### src/rtl/fp_minmax_seq.sv
// Running min/max tracker for a stream of FP32 values, driving one external
// fp_comp-style comparator and reporting min, max, count and exception status.
module fp_minmax_seq #(
  parameter int CMP_LAT = 2,
  parameter int TIMEOUT = 15,
  parameter int CW      = 16
) (
  input  logic          clk,
  input  logic          rst,
  input  logic [31:0]   in_data,
  input  logic          in_valid,
  input  logic          in_last,
  output logic          in_ready,
  output logic [31:0]   cmp_in1,
  output logic [31:0]   cmp_in2,
  output logic          cmp_act,
  input  logic          cmp_eq,
  input  logic          cmp_great,
  input  logic          cmp_less,
  input  logic          cmp_done,
  input  logic          cmp_inv,
  output logic [31:0]   res_min,
  output logic [31:0]   res_max,
  output logic [CW-1:0] res_count,
  output logic          res_inv,
  output logic          res_err,
  output logic          res_valid,
  input  logic          res_ready
);

  localparam int WW = $clog2(TIMEOUT + 1);

  typedef enum logic [2:0] {
    IDLE,
    MIN_ISS,
    MIN_WAIT,
    MAX_ISS,
    MAX_WAIT,
    DRAIN,
    RESULT
  } state_t;

  state_t          state_reg, state_next;
  logic [31:0]     cmp_in1_reg, cmp_in1_next;
  logic [31:0]     cmp_in2_reg, cmp_in2_next;
  logic [31:0]     min_reg, min_next;
  logic [31:0]     max_reg, max_next;
  logic [CW-1:0]   count_reg, count_next;
  logic            inv_reg, inv_next;
  logic            err_reg, err_next;
  logic            first_reg, first_next;
  logic            last_reg, last_next;
  logic [WW-1:0]   w_reg, w_next;

  logic            sample_ok;
  logic            timed_out;
  logic [CW-1:0]   count_inc;
  state_t          after_elem;

  always_ff @(posedge clk) begin
    if (rst) begin
      state_reg   <= IDLE;
      cmp_in1_reg <= '0;
      cmp_in2_reg <= '0;
      min_reg     <= '0;
      max_reg     <= '0;
      count_reg   <= '0;
      inv_reg     <= 1'b0;
      err_reg     <= 1'b0;
      first_reg   <= 1'b1;
      last_reg    <= 1'b0;
      w_reg       <= '0;
    end else begin
      state_reg   <= state_next;
      cmp_in1_reg <= cmp_in1_next;
      cmp_in2_reg <= cmp_in2_next;
      min_reg     <= min_next;
      max_reg     <= max_next;
      count_reg   <= count_next;
      inv_reg     <= inv_next;
      err_reg     <= err_next;
      first_reg   <= first_next;
      last_reg    <= last_next;
      w_reg       <= w_next;
    end
  end

  // Results before CMP_LAT-1 wait cycles may still belong to the previous request.
  assign sample_ok  = (w_reg >= WW'(CMP_LAT - 1)) && cmp_done;
  assign timed_out  = (w_reg >= WW'(TIMEOUT - 1));
  assign count_inc  = (count_reg == {CW{1'b1}}) ? count_reg : count_reg + 1'b1;
  assign after_elem = last_reg ? RESULT : IDLE;

  always_comb begin
    state_next   = state_reg;
    cmp_in1_next = cmp_in1_reg;
    cmp_in2_next = cmp_in2_reg;
    min_next     = min_reg;
    max_next     = max_reg;
    count_next   = count_reg;
    inv_next     = inv_reg;
    err_next     = err_reg;
    first_next   = first_reg;
    last_next    = last_reg;
    w_next       = w_reg;

    in_ready  = (state_reg == IDLE) || (state_reg == DRAIN);
    cmp_act   = (state_reg == MIN_ISS) || (state_reg == MAX_ISS);
    res_valid = (state_reg == RESULT);

    case (state_reg)
      IDLE: begin
        if (in_valid) begin
          count_next = count_inc;
          last_next  = in_last;
          if (first_reg) begin
            min_next   = in_data;
            max_next   = in_data;
            first_next = 1'b0;
            if (in_last) state_next = RESULT;
          end else begin
            cmp_in1_next = in_data;
            cmp_in2_next = min_reg;
            state_next   = MIN_ISS;
          end
        end
      end

      MIN_ISS: begin
        w_next     = '0;
        state_next = MIN_WAIT;
      end

      // A done with no relation flag is malformed and treated as invalid.
      MIN_WAIT: begin
        if (sample_ok) begin
          if (cmp_inv) begin
            inv_next   = 1'b1;
            state_next = after_elem;
          end else if (cmp_less) begin
            min_next   = cmp_in1_reg;
            state_next = after_elem;
          end else if (cmp_eq || cmp_great) begin
            cmp_in2_next = max_reg;
            state_next   = MAX_ISS;
          end else begin
            inv_next   = 1'b1;
            state_next = after_elem;
          end
        end else if (timed_out) begin
          err_next   = 1'b1;
          state_next = last_reg ? RESULT : DRAIN;
        end else begin
          w_next = w_reg + 1'b1;
        end
      end

      MAX_ISS: begin
        w_next     = '0;
        state_next = MAX_WAIT;
      end

      MAX_WAIT: begin
        if (sample_ok) begin
          if (cmp_inv) begin
            inv_next = 1'b1;
          end else if (cmp_great) begin
            max_next = cmp_in1_reg;
          end else if (!(cmp_eq || cmp_less)) begin
            inv_next = 1'b1;
          end
          state_next = after_elem;
        end else if (timed_out) begin
          err_next   = 1'b1;
          state_next = last_reg ? RESULT : DRAIN;
        end else begin
          w_next = w_reg + 1'b1;
        end
      end

      DRAIN: begin
        if (in_valid) begin
          count_next = count_inc;
          if (in_last) state_next = RESULT;
        end
      end

      RESULT: begin
        if (res_ready) begin
          state_next = IDLE;
          count_next = '0;
          first_next = 1'b1;
          inv_next   = 1'b0;
          err_next   = 1'b0;
        end
      end

      default: state_next = IDLE;
    endcase
  end

  assign cmp_in1   = cmp_in1_reg;
  assign cmp_in2   = cmp_in2_reg;
  assign res_min   = min_reg;
  assign res_max   = max_reg;
  assign res_count = count_reg;
  assign res_inv   = inv_reg;
  assign res_err   = err_reg;

endmodule

### config.mk
export PLATFORM = sky130hd
export DESIGN_NAME = fp_minmax_seq
export DESIGN_NICKNAME = d
export VERILOG_FILES = /design/src/rtl/fp_minmax_seq.sv
export SDC_FILE = /design/constraint.sdc
export NUM_CORES = 1
export LEC_CHECK = 0
export BUFFER_PORTS_ARGS = -buffer_cell sky130_fd_sc_hd__buf_2
export CORE_MARGIN = 8
export CORE_UTILIZATION = 45
export CTS_CLUSTER_DIAMETER = 120
export DETAILED_ROUTE_END_ITERATION = 8
export GPL_TIMING_DRIVEN = 0
export PLACE_DENSITY = 0.78
export SETUP_SLACK_MARGIN = 0.3
export SYNTH_ARGS = -nofsm -noshare
export SYNTH_HDL_FRONTEND = slang
export SYNTH_SLANG_ARGS = --single-unit
### constraint.sdc
create_clock -name clk -period 2.1 [get_ports clk]
set_clock_uncertainty 0.05 [all_clocks]
set_input_delay 0.315 -clock clk [delete_from_list [all_inputs] [get_ports clk]]
set_output_delay 0.315 -clock clk [all_outputs]
set_load 0.01 [all_outputs]
# Word-level counts from Yosys, hierarchy flattened
# Cells that the tools add are included.
[classes]
add_sub_neg = 2
order_cmp = 2
eq_ne = 29
muxes = 54
bitwise = 1
reduce_logical = 27
[ops]
columns = ["operator", "count"]
rows = [
  ["32-bit 2-to-1 mux", 14],
  ["32-bit one-hot mux with 2 select lines", 3],
  ["16-bit 2-to-1 mux", 3],
  ["3-bit 2-to-1 mux", 12],
  ["16-bit one-hot mux with 2 select lines", 1],
  ["2-bit != test (second input constant)", 15],
  ["3-bit one-hot mux with 7 select lines", 1],
  ["16-bit by 1-bit adder with 16-bit output (second input constant)", 1],
  ["16-bit == test (second input constant)", 1],
  ["1-bit 2-to-1 mux", 13],
  ["3-bit != test (second input constant)", 4],
  ["3-bit AND reduction", 4],
  ["6-bit AND reduction", 2],
  ["2-bit nonzero test", 6],
  ["3-bit == test (second input constant)", 3],
  ["4-bit 2-to-1 mux", 2],
  ["4-bit one-hot mux with 2 select lines", 1],
  ["4-bit AND reduction", 2],
  ["8-bit AND reduction", 1],
  ["7-bit AND reduction", 1],
  ["3-bit by 2-bit == test with 1-bit output (second input constant)", 2],
  ["2-bit by 1-bit != test with 1-bit output (second input constant)", 3],
  ["2-bit OR reduction", 3],
  ["4-bit by 1-bit adder with 4-bit output (second input constant)", 1],
  ["other kinds (12)", 16],
]
[word_totals]
register_bits = 155
input_bits = 42
out_inout_bits = 149
wordCells = 126

# Depth between registers and ports, before layout
[depth]
word_depth = 6
depth_mapped = 8
mapped_depth_nobuf = 6

# Worst setup path after synthesis
# OpenSTA, ideal clock, no wires.
[synth_timing]
path_kind = "register -> register"
start = "reg w_reg[1]"
end = "reg w_reg[2]"
setup_ps = 116
arrival_time_ps = 2002
t_required_ps = 1934
setup_slack_ps = -68
stages_incl_launch_ff = 8
n_path_buf = 1
synth_period_minus_slack_ps = 2168
cell_sequence = "dfxtp_1 > inv_1 > ha_1 > or4b_1 > clkbuf_1 > a221oi_1 > a2111oi_0 > a31o_2"
[synth_via]
elab_chain_cells = 4
word_cells_on_any_way = 10
cone_classes = "1 x add/sub; 2 x order compare; 2 x eq/ne; 3 x mux; 2 x reduce/logical"
[synth_lines]
columns = ["item", "line_no", "source"]
rows = [
  ["from (decl)", "53", "logic [WW-1:0] w_reg, w_next;"],
  ["from (signal assigned)", "84", "w_reg <= w_next;"],
  ["4-bit by 1-bit adder with 4-bit output / 4-bit by 1-bit greater-or-equal comparator with 1-bit output (equally long branches)", "154, 177, 89", ""],
  ["4-bit 2-to-1 mux / 1-bit logical AND (equally long branches)", "150, 173, 89", ""],
  ["4-bit 2-to-1 mux / 2-bit != test (equally long branches)", "n/a", ""],
  ["4-bit one-hot mux with 2 select lines / 3-bit AND reduction (equally long branches)", "n/a", ""],
]
# Several ways; a longest one is shown, not always the timed one. The select of a mux whose other input is x is not followed.
# A chain may end at the register's enable or synchronous reset.

# Final worst setup path
[layout_timing]
start = "reg state_reg[2]"
end = "reg state_reg[1]"
[layout_via]
elab_chain_cells = 3
word_cells_on_any_way = 12
cone_classes = "9 x eq/ne; 1 x mux; 2 x reduce/logical"
[layout_lines]
columns = ["item", "line_no", "source"]
rows = [
  ["from (decl)", "43", "state_t state_reg, state_next;"],
  ["from (signal assigned)", "74", "state_reg <= state_next;"],
  ["3-bit == test / 3-bit zero test (equally long branches)", "111", "case (state_reg)"],
  ["2-bit by 1-bit != test with 1-bit output (no line) / 2-bit != test (equally long branches)", "n/a", ""],
  ["3-bit AND reduction (no line)", "n/a", ""],
]
# Several ways; a longest one is shown, not always the timed one.

==> out/metrics.yaml <==
synth_top_cells_by_area: "dfxtp_1 (41%), mux2i_1 (15%), a211oi_1 (11%)"
cts_made_buffers: 17
final-max-slew-violation-count: 0
slowest_cp_cell: "o311ai_0"
grt_first_pass_wirelength_um: 44300
ratio_of_routed_vias_to_standard_cells: 6.17
n_fill_cell: 1147
dp_slack_ns: -0.369
ys_warn_count: 0
synth.cell_area_um2: 7590
finalWorstSetupSlack_ns: -0.133
buf_inv_on_cp: 3
hold_path.class: "in -> reg"
tritoncts: "built"
routedWlPerCell_um: 22.4
cts.reportedPaths.clkPinSlew_ns: 0.07
row_count: 47
async_reset_ff_share_pct: 0
ys_dominant_reg_cell: "dfxtp_1"
multi_input_comb_area_um2: 5000
clk_path_buf_depth: 2
cp_cell_sequence: "buf_6 > buf_12 > or3b_4 > buf_8 > o311ai_0 > a2111oi_0 > nor4_1"
dpl.hpwl_um: 18600
num-nets-final: 1136
crit_path_start_kind: "flip-flop"
critPathCaptureType: "flip-flop"
outcome: "complete, but fails checks"
routed_wl_um: 29600
cts-root-buf: "clkbuf_16"
final-hold-violation-count: 0
maximum_number_of_pins_on_one_net_before_global_route_repair: 17
gp_congestion: 0.856
die_area_um2: 21300
antenna_violating_nets_post_route: 0
crit_path_max_incr_delay_ns: 0.38
timing_worst_slew_pin_value_ns: 0.871
rsz_0062_raised_after_global_routing: "yes"
ys_seq_area_share_pct: 40.9
remaining_drc_errors: 0
dr_total_vias: 8156
initial_core_util_pct: 45.9
drt_pre_antenna_iters: 5
post_synth_edffs: 0
failed_checks: "setup timing"
maxCapViolCount: 0
final-seq-area_um2: 3130
die_h_um: 146
placedInstanceArea_um2: 9200
post_route_cells_drive_above_1_share_pct: 47.6
final_cell_area_um2: 11400
synth_top_cell_area_share_pct: 40.9
die_w_um: 146
ys_types: 59
grt_pass1_vias: 8223
mean_instance_size_in_the_synthesized_netlist_um2: 9.29
all_layer_gr_usage_pct: 25.6
cp.arrival_ns: 2.46
path_max_fanout: 6
coreArea_um2: 16500
post-route-period-util_pct: 106
worst_path_dominant_cell_family: "simple AND/OR/NAND/NOR gates"
top_level_ports: 191
count_of_antenna_diodes_in_the_layout: 0
power.leakage_nw: 4.84
syn-instance-count: 817
slew-limit-headroom_pct: 41.9
num_clock_sinks: 155
cts.hold.buffers_added: 0
synth-seq-cells: 155
power_per_cell_area_nw_per_um2: 1250
critical_path_class: "reg -> reg"
grt.overflow.total: 0
grt_antenna_before_repair: 0
fmax_ghz: 0.448
clock_insertion_delay_worst_skew_ns: 0.43
power.ir.vdd_worst_uv: 898
dr.first_iter.drc_count: 587
final_period_minus_worst_setup_slack_ns: 2.23
buffer_ports.inserted: 188
syn_to_final_growth_pct: 50.8
cts-htree-levels: 4
synth.net_count: 864
worst_ep_required_time_ns: 2.33
count_of_endpoints_failing_setup_in_the_final_report: 34
synthDominantAreaCellType: "dfxtp_1"
==> worst min-delay path, delay by kind of cell <==
family	cells	cell delay, ns
AOI/OAI and AO/OA	1	0.05
buffers and inverters	1	0.11
and+or+nand+nor	1	0.05
==> path summary, 6_finish.rpt <==
kind                            slack [ns]                 startpoint                         to  cells past startpoint
worst max-delay path                 -0.13  state_reg[2]$_SDFFE_PP0P_  state_reg[1]$_SDFFE_PP0P_                      7
worst min-delay path                  0.09                 in_data[2]    cmp_in1[2]$_SDFFE_PP0P_                      3
worst max register to register       -0.13  state_reg[2]$_SDFFE_PP0P_  state_reg[1]$_SDFFE_PP0P_                      7
worst min register to register        0.44   cmp_in1[25]$_SDFFE_PP0P_   cmp_in1[25]$_SDFFE_PP0P_                      2
==> layout by cell type (no fill, tap or decap), drive strengths merged, types with 4 or more instances in the layout <==
cell type / count
and3: 4
a2111oi: 4
inv: 15
and2: 6
nand4: 4
dfxtp: 155
nor3: 42
nand2b: 5
a211oi: 136
o31ai: 5
nand2: 86
buf: 286
nor4: 9
clkbuf: 65
nor2: 12
o21ai: 4
nand3b: 5
o311ai: 4
clkinv: 5
a21oi: 73
mux2i: 110
ha: 5
or3: 13
==> through the flow <==
step	utilization [%]	power, mW	instances	setup TNS, ns	hold WS (ns)
6_report	69.3	14.4	1322	-2.14	0.0880
5_1_grt	69.3	14.9	1322	-6.09	0.0947
4_1_cts	65.7	13.5	1303	0	0.0804
3_5_place_dp	55.7	9.20	1225	-28.94	0.428
3_3_place_gp	55.7	9.09	1225	-23.21	0.421
2_1_floorplan	-	7.58	817	0	0.401
==> report_power, final <==
group / switching [mW] / total [mW] / internal, mW
logic: 3.82 / 7.24 / 3.42
registers: 0.626 / 4.19 / 3.56
clock network: 1.35 / 2.92 / 1.57
total: 5.80 / 14.4 / 8.56
==> routing by layer <==
layer  vias up  GRT usage, %  share of wire (%)
met2       478          42.7                 49
met3        99          6.06                7.5
met4         0          13.9                3.8
met5         -             0                  0
met1      3943          29.8                 39
li1       3636             -                  -
==> cell usage after synthesis, types with 3 or more instances <==
cell type and n:
buf_6 5, a211oi_1 116, nor2_1 12, a211oi_2 20
o311ai_0 3, and3_1 4, inv_1 10, dfxtp_1 155
buf_4 7, a21oi_1 73, o21ai_0 4, nand2_1 86
nand3b_1 5, nor4_1 8, or3_1 13, nor3_1 39
nor2b_1 3, a2111oi_0 4, nand2b_1 5, nand3_1 3
clkbuf_1 47, ha_1 5, buf_2 16, buf_1 5
mux2i_1 110, a221oi_1 3, and2_1 4, nand4_1 4
o31ai_1 5
==> cells by family after synthesis <==
kind of cell	synth area share, %
xor+xnor	0.231
flops	40.9
simple gates	14.5
mux	14.5
buf+inv	5.55
fa+ha+maj	0.824
compound gates	23.5
==> cell type report <==
| type | count | area share [%] |
|---|---|---|
| Multi-Input combinational cell | 573 | 43.7 |
| Sequential cell | 155 | 27.4 |
| Timing Repair Buffer | 252 | 15.0 |
| Buffer | 80 | 6.36 |
| Clock buffer | 19 | 3.87 |
| Tap cell | 220 | 2.40 |
| Clock inverter | 13 | 0.951 |
| Inverter | 10 | 0.393 |
==> repair_timing <==
action | CTS | global route
endpoints found under the hold margin | 0 | 0
gates cloned | 5 | 2
setup buffers | 41 | 17
gates resized for setup | 154 | 113
setup endpoints to repair | 157 | 152
pin swaps | 36 | 31
Power figures use the tool's default switching activity.
